File: config.mk
export PLATFORM = sky130hd
export DESIGN_NAME = uart_tx_fifo_drain
export DESIGN_NICKNAME = d
export VERILOG_FILES = /design/src/rtl/uart_tx_fifo_drain.sv
export SDC_FILE = /design/constraint.sdc
export NUM_CORES = 1
export LEC_CHECK = 0
export CAP_MARGIN = 15
export CELL_PAD_IN_SITES_DETAIL_PLACEMENT = 1
export CELL_PAD_IN_SITES_GLOBAL_PLACEMENT = 1
export CORE_MARGIN = 2
export CORE_UTILIZATION = 42
export DETAILED_ROUTE_END_ITERATION = 7
export PLACE_DENSITY_LB_ADDON = 0.1
export SETUP_SLACK_MARGIN = 0.4
export SYNTH_ARGS = -nofsm -noshare
export SYNTH_HDL_FRONTEND = slang
export SYNTH_SLANG_ARGS = --single-unit
File: constraint.sdc
create_clock -name clk -period 2.3 [get_ports clk]
set_input_delay 0.345 -clock clk [delete_from_list [all_inputs] [get_ports clk]]
set_output_delay 0.345 -clock clk [all_outputs]
set_load 0.05 [all_outputs]
File: src/rtl/uart_tx_fifo_drain.sv
// -----------------------------------------------------------------------------
// uart_tx_fifo_drain
//   UART transmitter that sits directly behind a byte FIFO. Each byte is popped
//   with a one-cycle active-low read strobe. It is then sent on tx as a frame:
//   one start bit, DATA_BITS data bits (LSB first), an optional parity bit and
//   STOP_BITS stop bits. While en=1 the FIFO is drained back-to-back, with a
//   two-cycle idle gap between frames. That gap is the fetch and load cycles.
//
// Parameters
//   CLK_DIV    clocks per bit (>= 2)
//   DATA_BITS  data bits per frame (5..8); upper FIFO word bits are ignored
//   PARITY     0 = none, 1 = even, 2 = odd
//   STOP_BITS  stop bits per frame (1 or 2)
//
// Ports
//   clk         in   system clock, all state changes on posedge
//   nrst        in   asynchronous active-low reset
//   en          in   1 = allowed to start new frames
//   fifo_empty  in   FIFO empty flag
//   fifo_data   in   FIFO read data, valid the cycle after the read strobe
//   fifo_nrd    out  registered active-low read strobe, one-cycle pulse
//   tx          out  registered serial output, idles high
//   busy        out  high in every state except IDLE
// -----------------------------------------------------------------------------
module uart_tx_fifo_drain #(
  parameter int CLK_DIV   = 16,
  parameter int DATA_BITS = 8,
  parameter int PARITY    = 0,
  parameter int STOP_BITS = 1
) (
  input  logic       clk,
  input  logic       nrst,
  input  logic       en,
  input  logic       fifo_empty,
  input  logic [7:0] fifo_data,
  output logic       fifo_nrd,
  output logic       tx,
  output logic       busy
);

  localparam int CW = $clog2(CLK_DIV);
  localparam int BW = $clog2(DATA_BITS);
  localparam logic [CW-1:0] CNT_LAST  = CW'(CLK_DIV - 1);
  localparam logic [BW-1:0] DATA_LAST = BW'(DATA_BITS - 1);
  localparam logic [BW-1:0] STOP_LAST = BW'(STOP_BITS - 1);

  typedef enum logic [2:0] {
    S_IDLE,
    S_FETCH,
    S_LOAD,
    S_START,
    S_DATA,
    S_PARITY,
    S_STOP
  } state_t;

  state_t               state_reg, state_next;
  logic [CW-1:0]        cnt_reg, cnt_next;
  logic [BW-1:0]        bit_reg, bit_next;
  logic [DATA_BITS-1:0] shift_reg, shift_next;
  logic                 par_reg, par_next;
  logic                 tx_reg, tx_next;
  logic                 nrd_reg, nrd_next;
  logic                 bit_end;
  logic [DATA_BITS-1:0] load_data;

  // tx_next always holds the level for the state being entered. The tx flop
  // therefore changes on the same edge as the state does, and never glitches.
  always_comb begin
    state_next = state_reg;
    cnt_next   = cnt_reg;
    bit_next   = bit_reg;
    shift_next = shift_reg;
    par_next   = par_reg;
    tx_next    = tx_reg;
    nrd_next   = 1'b1;
    load_data  = fifo_data[DATA_BITS-1:0];
    bit_end    = (cnt_reg == CNT_LAST);

    case (state_reg)
      S_IDLE: begin
        tx_next = 1'b1;
        if (en && !fifo_empty) begin
          state_next = S_FETCH;
          nrd_next   = 1'b0;
        end
      end

      // The pop is already committed, so fifo_empty is not looked at here.
      S_FETCH: begin
        state_next = S_LOAD;
      end

      S_LOAD: begin
        shift_next = load_data;
        par_next   = (PARITY == 2) ? ~^load_data : ^load_data;
        cnt_next   = '0;
        bit_next   = '0;
        tx_next    = 1'b0;
        state_next = S_START;
      end

      S_START: begin
        cnt_next = cnt_reg + 1'b1;
        if (bit_end) begin
          cnt_next   = '0;
          tx_next    = shift_reg[0];
          state_next = S_DATA;
        end
      end

      S_DATA: begin
        cnt_next = cnt_reg + 1'b1;
        if (bit_end) begin
          cnt_next = '0;
          if (bit_reg == DATA_LAST) begin
            bit_next = '0;
            if (PARITY != 0) begin
              tx_next    = par_reg;
              state_next = S_PARITY;
            end else begin
              tx_next    = 1'b1;
              state_next = S_STOP;
            end
          end else begin
            bit_next   = bit_reg + 1'b1;
            shift_next = {1'b0, shift_reg[DATA_BITS-1:1]};
            tx_next    = shift_next[0];
          end
        end
      end

      S_PARITY: begin
        cnt_next = cnt_reg + 1'b1;
        if (bit_end) begin
          cnt_next   = '0;
          tx_next    = 1'b1;
          state_next = S_STOP;
        end
      end

      // bit_reg is reused to count the stop bits.
      S_STOP: begin
        tx_next  = 1'b1;
        cnt_next = cnt_reg + 1'b1;
        if (bit_end) begin
          cnt_next = '0;
          if (bit_reg == STOP_LAST) begin
            bit_next = '0;
            if (en && !fifo_empty) begin
              state_next = S_FETCH;
              nrd_next   = 1'b0;
            end else begin
              state_next = S_IDLE;
            end
          end else begin
            bit_next = bit_reg + 1'b1;
          end
        end
      end

      default: begin
        tx_next    = 1'b1;
        state_next = S_IDLE;
      end
    endcase
  end

  always_ff @(posedge clk or negedge nrst) begin
    if (!nrst) begin
      state_reg <= S_IDLE;
      cnt_reg   <= '0;
      bit_reg   <= '0;
      shift_reg <= '0;
      par_reg   <= 1'b0;
      tx_reg    <= 1'b1;
      nrd_reg   <= 1'b1;
    end else begin
      state_reg <= state_next;
      cnt_reg   <= cnt_next;
      bit_reg   <= bit_next;
      shift_reg <= shift_next;
      par_reg   <= par_next;
      tx_reg    <= tx_next;
      nrd_reg   <= nrd_next;
    end
  end

  assign tx       = tx_reg;
  assign fifo_nrd = nrd_reg;
  assign busy     = (state_reg != S_IDLE);

endmodule
Word-level counts from Yosys, hierarchy flattened
Cells that the tools add are included.
Word-level totals
  flip-flop bits (word level): 20
  input port bits: 12
  output and inout bits: 3
  word-level logic and storage cells: 66
Operators by class
  $add $sub $neg: 2
  equal/unequal tests: 16
  muxes and demuxes: 28
  bitwise operators: 1
  reduce and logical (&&, ||, !) cells: 13
Operators with widths (count)
  3-bit 2-to-1 mux: 11
  3-bit one-hot mux with 7 select lines: 1
  8-bit 2-to-1 mux: 2
  2-bit inequality test (second input constant): 8
  8-bit one-hot mux with 2 select lines: 1
  3-bit == test (second input constant): 4
  3-bit one-hot mux with 3 select lines: 1
  1-bit 2-to-1 mux: 8
  4-bit one-hot mux with 2 select lines: 1
  7-bit AND reduction: 1
  3-bit by 2-bit == test with 1-bit output (second input constant): 2
  3-bit logical NOT: 2
  3-bit AND reduction: 2
  3-bit nonzero test: 2
  1-bit one-hot mux with 5 select lines: 1
  4-bit by 1-bit adder with 4-bit output (second input constant): 1
  4-bit == test (second input constant): 1
  4-bit 2-to-1 mux: 1
  4-bit AND reduction: 1
  2-bit nonzero test: 2
  4-bit OR reduction: 1
  3-bit by 1-bit adder with 3-bit output (second input constant): 1
  3-bit by 1-bit == test with 1-bit output (second input constant): 1
  1-bit one-hot mux with 2 select lines: 1
  3 further kinds: 3

Longest topological paths before layout
Gate-level depths: netlist (run 1).
  depth after elaboration: 6
  depth in mapped cells: 6
  mapped depth without buffers: 6

Worst setup path after synthesis (run 1)
OpenSTA, ideal clock, no wires.
  kind: register to register
  from: reg bit_reg[0]
  to: reg shift_reg[7]
  library setup time: 0.136 ns
  data arrival time: 1.572 ns
  data required time: 2.164 ns
  setup slack: 0.592 ns
  cell stages (with the launch flop): 6
  path buffers: 0
  period minus slack after synthesis: 1.708 ns
  path through: dfrtp_1 ha_1 ha_1 o32ai_4 a21boi_4 o32ai_1
On the way
  word-level cells in the longest chain between the ends: 3
Ends and longest elaborated chain
  start, declared: RTL line 59  | logic [BW-1:0] bit_reg, bit_next;
  start signal, assigned: RTL line 181  | bit_reg <= bit_next;
  3-bit == test: RTL line 116  | if (bit_reg == DATA_LAST) begin
  2-bit inequality test (no source line)
  3-bit AND reduction (no source line)
  end signal, assigned: RTL line 182  | shift_reg <= shift_next;
  end, declared: RTL line 60  | logic [DATA_BITS-1:0] shift_reg, shift_next;
Every way passes these cells.
A chain may end at the register's enable or synchronous reset.

Final worst setup path (run 1)
  from: reg state_reg[0]
  to: out busy
On the way
  word-level cells in the longest chain between the ends: 1
Ends and longest elaborated chain
  start, declared: RTL line 57  | state_t state_reg, state_next;
  start signal, assigned: RTL line 179  | state_reg <= state_next;
  3-bit nonzero test: RTL line 191  | assign busy = (state_reg != S_IDLE);
  end, declared: RTL line 38  | output logic busy
Every way passes these cells.

==> summary.txt, run 1 <==
Synth top area cells - dfrtp_1 (37%), a2bb2oi_1 (5.0%), a21oi_1 (4.5%), dfstp_2 (4.3%), ha_1 (4.1%)
Max-Cap Viols - 0
Die X - 58.1 µm
DP HPWL - 2.39 mm
Hold-fix buffers, CTS - 0
Fraction of registers with async set/reset - 1.00
Worst reg-to-reg setup slack - 0.53 ns
Ys Warns - 0
Worst Setup End Kind - output pin
N_diodes - 0
Ys flop type - dfrtp_1
Chip Height - 58.1 µm
CP Class - register to output pin
Initial antenna violation count - 0
Post-Syn Instances - 130
RSZ-0062 raised after global routing - no
Die ar. - 0.00338 mm²
Distinct cells, synth - 40
DRC viols - 0
CP Cell Sequence - buf_4 -> or3_4 -> buf_4
Worst setup SP type - register
Rel. slew slack - 0.675
Root Driver - clkbuf_4
Post-synth EDFFs - 0
Rows - 19
Avg Inst Size Synth - 9.47 µm²
Setup TNS - 0 ns
Leading area contributor after synthesis - dfrtp_1
Mapped cell area - 0.00123 mm²
Worst-margin pin slew - 0.489 ns
CP max FO - 20
Share of the synthesized area in the top cell type - 0.366
Layout fillers - 324
Hold Crit Class - input pin to asynchronous set/reset pin
Critical path's slowest cell - or3_4
Critical Path RT - 1.96 ns
Min Tclk post-route - 1.85 ns
Longest Clk Path Bufs - 2
First-pass GRT wire length - 5.89 mm
Setup Skew - 0.00788 ns
Area grow syn2layout - 17.5%
Clock Sinks - 20
GRT Total Usage - 0.225
Htree depth - 1
Grt total ovfl - 0
Clock transition at the registers of the reported paths - 0.12 ns
Largest net degree at the start of global routing - 21
Register bit total from synthesis - 20
Crit path buf inv count - 2
Pwr Density - 399 mW/mm²
Max FFs per register - 8
Initial DRT Pass Iterations - 4
Initial core utilization - 0.443
Latest clock arrival within the worst-skew pair - 0.30 ns
Maximum VDD drop - 0.227 mV
Via total after detailed routing - 1129
Setup Viol. Count Final - 0
Starting DRT DRC Count - 18
ANT nets after route - 0
Vias per Instance - 6.45
CTS tree - built
Final Hold Viols - 0
Fmax achieved - 0.542 GHz
Final WL - 3.36 mm
Core Area - 0.00278 mm²
Worst path most repeated cell - buf_4
Total CTS buffers - 3
Seq/Total Area, Yosys - 0.409
I/O pin count - 15
Net count after synthesis - 146
Layout cells sized above 1 - 0.167
Final #Nets - 162
IO Port Bufs - 14
Total Power - 577 µW
Slew Limit Fails - 0
Top Family by Delay on Critical Path - buffers and inverters
Vias in the first global route - 1188
Drt wl/cell - 19.2 µm
Final worst-path cycle share - 0.802
Leak pwr - 0.588 nW
CP arrival - 1.50 ns
Placer Congestion - 0.834
Status - completed
Delay of the slowest critical-path stage - 0.40 ns
[area by class of cell]
type / instances / area, µm² / share of cell area
Clock buffer: 3 / 22.5 / 0.0156
Inverter: 5 / 18.8 / 0.0130
Multi-Input combinational cell: 95 / 674 / 0.466
Sequential cell: 20 / 504 / 0.349
Tap cell: 31 / 38.8 / 0.0268
Timing Repair Buffer: 21 / 188 / 0.130
[layer usage]
metal  track usage  routed length (µm)
met3        0.0223                 115
met1         0.326                1600
met2         0.362                1610
met4        0.0532                  27
met5             0                   0
[report_power, final]
group          internal (mW)  switching, mW  total, mW
clock                 0.0609          0.108      0.169
combinational         0.0260         0.0177     0.0437
sequential             0.359        0.00511      0.365
[stage by stage]
| step | hold slack (ns) | utilization | std cells | setup slack (ns) | area, µm² |
|---|---|---|---|---|---|
| after floorplan | 0.0494 | - | 130 | 0.592 | 1230 |
| after detailed placement | 0.526 | 0.507 | 171 | 0.339 | 1410 |
| after global routing | 0.401 | 0.520 | 175 | 0.403 | 1450 |
| final | 0.374 | 0.520 | 175 | 0.455 | 1450 |
| after global placement | 0.515 | 0.507 | 171 | 0.447 | 1410 |
| after CTS | 0.378 | 0.517 | 175 | 0.414 | 1440 |
[layout by cell type, fill, tap and decap left out, drive strengths merged, types with 2 or more instances in the layout]
master and n:
a211oi 2, dfrtp 18, inv 5, nand2 10, clkbuf 3, a2bb2oi 7, o221ai 2, o2bb2ai 2
o311ai 3, clkdlybuf4s50 11, nand2b 3, dlygate4sd2 2, nor3 5, o31ai 2, o21ai 9, o22ai 8
ha 4, nor2 3, buf 8, nand3 5, a21oi 11, o32ai 2, dfstp 2, o211ai 3
[cells by family (layout without fill, tap and decap cells)]
kind of cell,count (synthesis),in the layout,share of synthesized area
muxes,2,2,0.0173
buffers and inverters,15,29,0.0508
AOI/OAI and AO/OA,55,55,0.329
DFF,20,20,0.409
adders and majority gates,4,4,0.0407
xor gates and xnor gates,1,1,0.00712
and+or+nand+nor,33,33,0.146
[synth_stat cells, drive strengths merged (2+ instances only)]
master   instances
a2bb2oi          7
nand3            5
o31ai            2
buf              5
o2bb2ai          2
o311ai           3
a21oi           11
nor2             3
nand2           10
o21ai            9
o32ai            2
a211oi           2
dfrtp           18
o211ai           3
o221ai           2
dfstp            2
o22ai            8
nand2b           3
inv              5
nor3             5
clkbuf           5
ha               4
[timing repair]
| item | 4_1_cts | 5_1_grt |
|---|---|---|
| gates cloned | 0 | 0 |
| gates resized for setup | 3 | 3 |
| setup buffers | 1 | 0 |
| endpoints found under the setup margin | 11 | 9 |
| pin swaps | 1 | 0 |
[path summary, 6_finish.rpt]
path | from | depth (start not counted) | endpoint
min reg2reg | shift_reg[7] | 2 | shift_reg[7]
max in group asynchronous | nrst | 2 | fifo_nrd
min | nrst | 2 | bit_reg[0]
max reg2reg | bit_reg[0] | 5 | bit_reg[0]
min in group clk | shift_reg[7] | 2 | shift_reg[7]
max | state_reg[0] | 3 | busy
(Power assumes the default switching activity.)
==> run 2: changes to the inputs <==
Clock period 2.3 ns to 1.78 ns, I/O delays scaled along.
==> summary.txt, run 2 (synthesis results as in run 1) <==
Seq pwr share - 0.574
Chip Height - 58.1 µm
Htree depth - 1
Cell Int Power - 631 µW
I/O pin count - 15
CP Class - register to output pin
Switching power total - 195 µW
Initial antenna violation count - 0
Maximum VDD drop - 0.469 mV
Die X - 58.1 µm
CP max FO - 3
Rel. slew slack - 0.800
Worst setup SP type - register
Logic gate share of total power - 0.083
Max FFs per register - 8
First-pass GRT wire length - 6.61 mm
Layout cells sized above 1 - 0.515
Pwr Density - 424 mW/mm²
Rows - 19
Largest net degree at the start of global routing - 21
Worst Setup End Kind - output pin
Grt total ovfl - 0
Most common cell after layout, fill and taps aside - buf_4
GRT Total Usage - 0.260
Min Tclk post-route - 1.73 ns
Final Hold Viols - 0
Setup Viol. Count Final - 0
Global routing usage on met1 - 0.338
Hold Crit Class - input pin to asynchronous set/reset pin
Most Crowded Layer GR - met2
Max-Cap Viols - 0
Hold-fix buffers, CTS - 0
Longest Clk Path Bufs - 2
Critical path's slowest cell - dfrtp_1
Root Driver - clkbuf_4
ANT nets after route - 0
Final worst-path cycle share - 0.971
CP arrival - 1.46 ns
DP HPWL - 2.38 mm
Grt met2 use - 0.442
Leak pwr - 0.793 nW
Die ar. - 0.00338 mm²
Setup TNS - 0 ns
Worst reg-to-reg setup slack - 0.05 ns
Starting DRT DRC Count - 41
Status - completed
Placer Congestion - 0.769
CP Cell Sequence - buf_12 -> or3_4 -> buf_8
Reg-to-reg startpoint - bit_reg[0]
Vias in the first global route - 1318
Critical Path RT - 1.51 ns
CTS tree - built
Setup Skew - 0.00969 ns
Worst-margin pin slew - 0.300 ns
Initial core utilization - 0.443
Total CTS buffers - 3
Delay of the slowest critical-path stage - 0.45 ns
Via total after detailed routing - 1319
Initial DRT Pass Iterations - 4
R2R Path End - bit_reg[0]
Clock transition at the registers of the reported paths - 0.13 ns
DRC viols - 0
Vias per Instance - 6.60
R2R depth - 6
Slew Limit Fails - 0
Layout fillers - 271
Final WL - 5.01 mm
Sw Ratio - 0.236
Drt wl/cell - 25.0 µm
Most frequent cells in the layout - buf_4 (23), dfrtp_1 (13), clkdlybuf4s50_1 (11)
Latest clock arrival within the worst-skew pair - 0.32 ns
Clock network power share - 0.343
M3 GR Usage - 0.0357
Core Area - 0.00278 mm²
N_diodes - 0
IO Port Bufs - 14
Fmax achieved - 0.579 GHz
Final #Nets - 186
Area grow syn2layout - 58.3%
Clock Sinks - 20
RSZ-0062 raised after global routing - yes
Final core utilization - 0.701
run 2: through the flow:
step           total power [mW]  std cells  hold slack (ns)  worst slack (ns)  instance area, µm²
2_1_floorplan             0.495        130          -0.0286             0.200                1270
3_3_place_gp              0.534        174            0.512             0.171                1470
3_5_place_dp              0.536        174            0.529            0.0793                1470
5_1_grt                   0.845        200            0.297            0.0217                1950
4_1_cts                   0.816        190            0.298            0.0759                1740
6_report                  0.826        200            0.276            0.0514                1950
run 2: worst max-delay path by stage:
stage,slack (ns),from,cells after the start,endpoint
6_report,0.05,state_reg[0],3,busy
5_1_grt,0.02,state_reg[0],3,busy
4_1_cts,0.08,state_reg[0],3,busy
3_5_place_dp,0.08,bit_reg[0],6,bit_reg[0]
3_3_place_gp,0.17,bit_reg[0],6,bit_reg[0]
2_1_floorplan,0.20,bit_reg[1],5,shift_reg[0]
run 2: layout make-up:
type | instances | area, µm² | share of cell area
timing repair buffer | 44 | 442 | 0.227
sequential | 20 | 512 | 0.263
timing repair inverter | 1 | 6.26 | 0.00321
multi-input combinational | 95 | 883 | 0.453
tap | 31 | 38.8 | 0.0199
inverter | 5 | 31.3 | 0.0160
clock buffer | 4 | 36.3 | 0.0186
run 2: timing repair:
action | in CTS | in global routing
buffers inserted | 11 | 9
setup endpoints to repair | 19 | 20
gates cloned | 1 | 1
resized for setup | 32 | 36
pin swaps | 12 | 9
run 2: worst max-delay path, delay by kind of cell, from the launching register on:
family                 cells  cell delay (ns)
buffers and inverters      2             0.31
DFF                        1             0.45
and+or+nand+nor            1             0.38
run 2: power groups by stage:
stage	Combinational, mW	Sequential [mW]	Clock (mW)
6_report	0.0682	0.474	0.283
3_3_place_gp	0.0554	0.479	0
3_5_place_dp	0.0570	0.479	0
5_1_grt	0.0734	0.475	0.296
4_1_cts	0.0612	0.472	0.283
2_1_floorplan	0.0132	0.482	0
run 2: layer usage:
| metal | part of all wire | vias to the layer above |
|---|---|---|
| li1 | - | 579 |
| met1 | 0.42 | 685 |
| met2 | 0.51 | 39 |
| met3 | 0.041 | 16 |
| met4 | 0.030 | 0 |
| met5 | 0 | - |
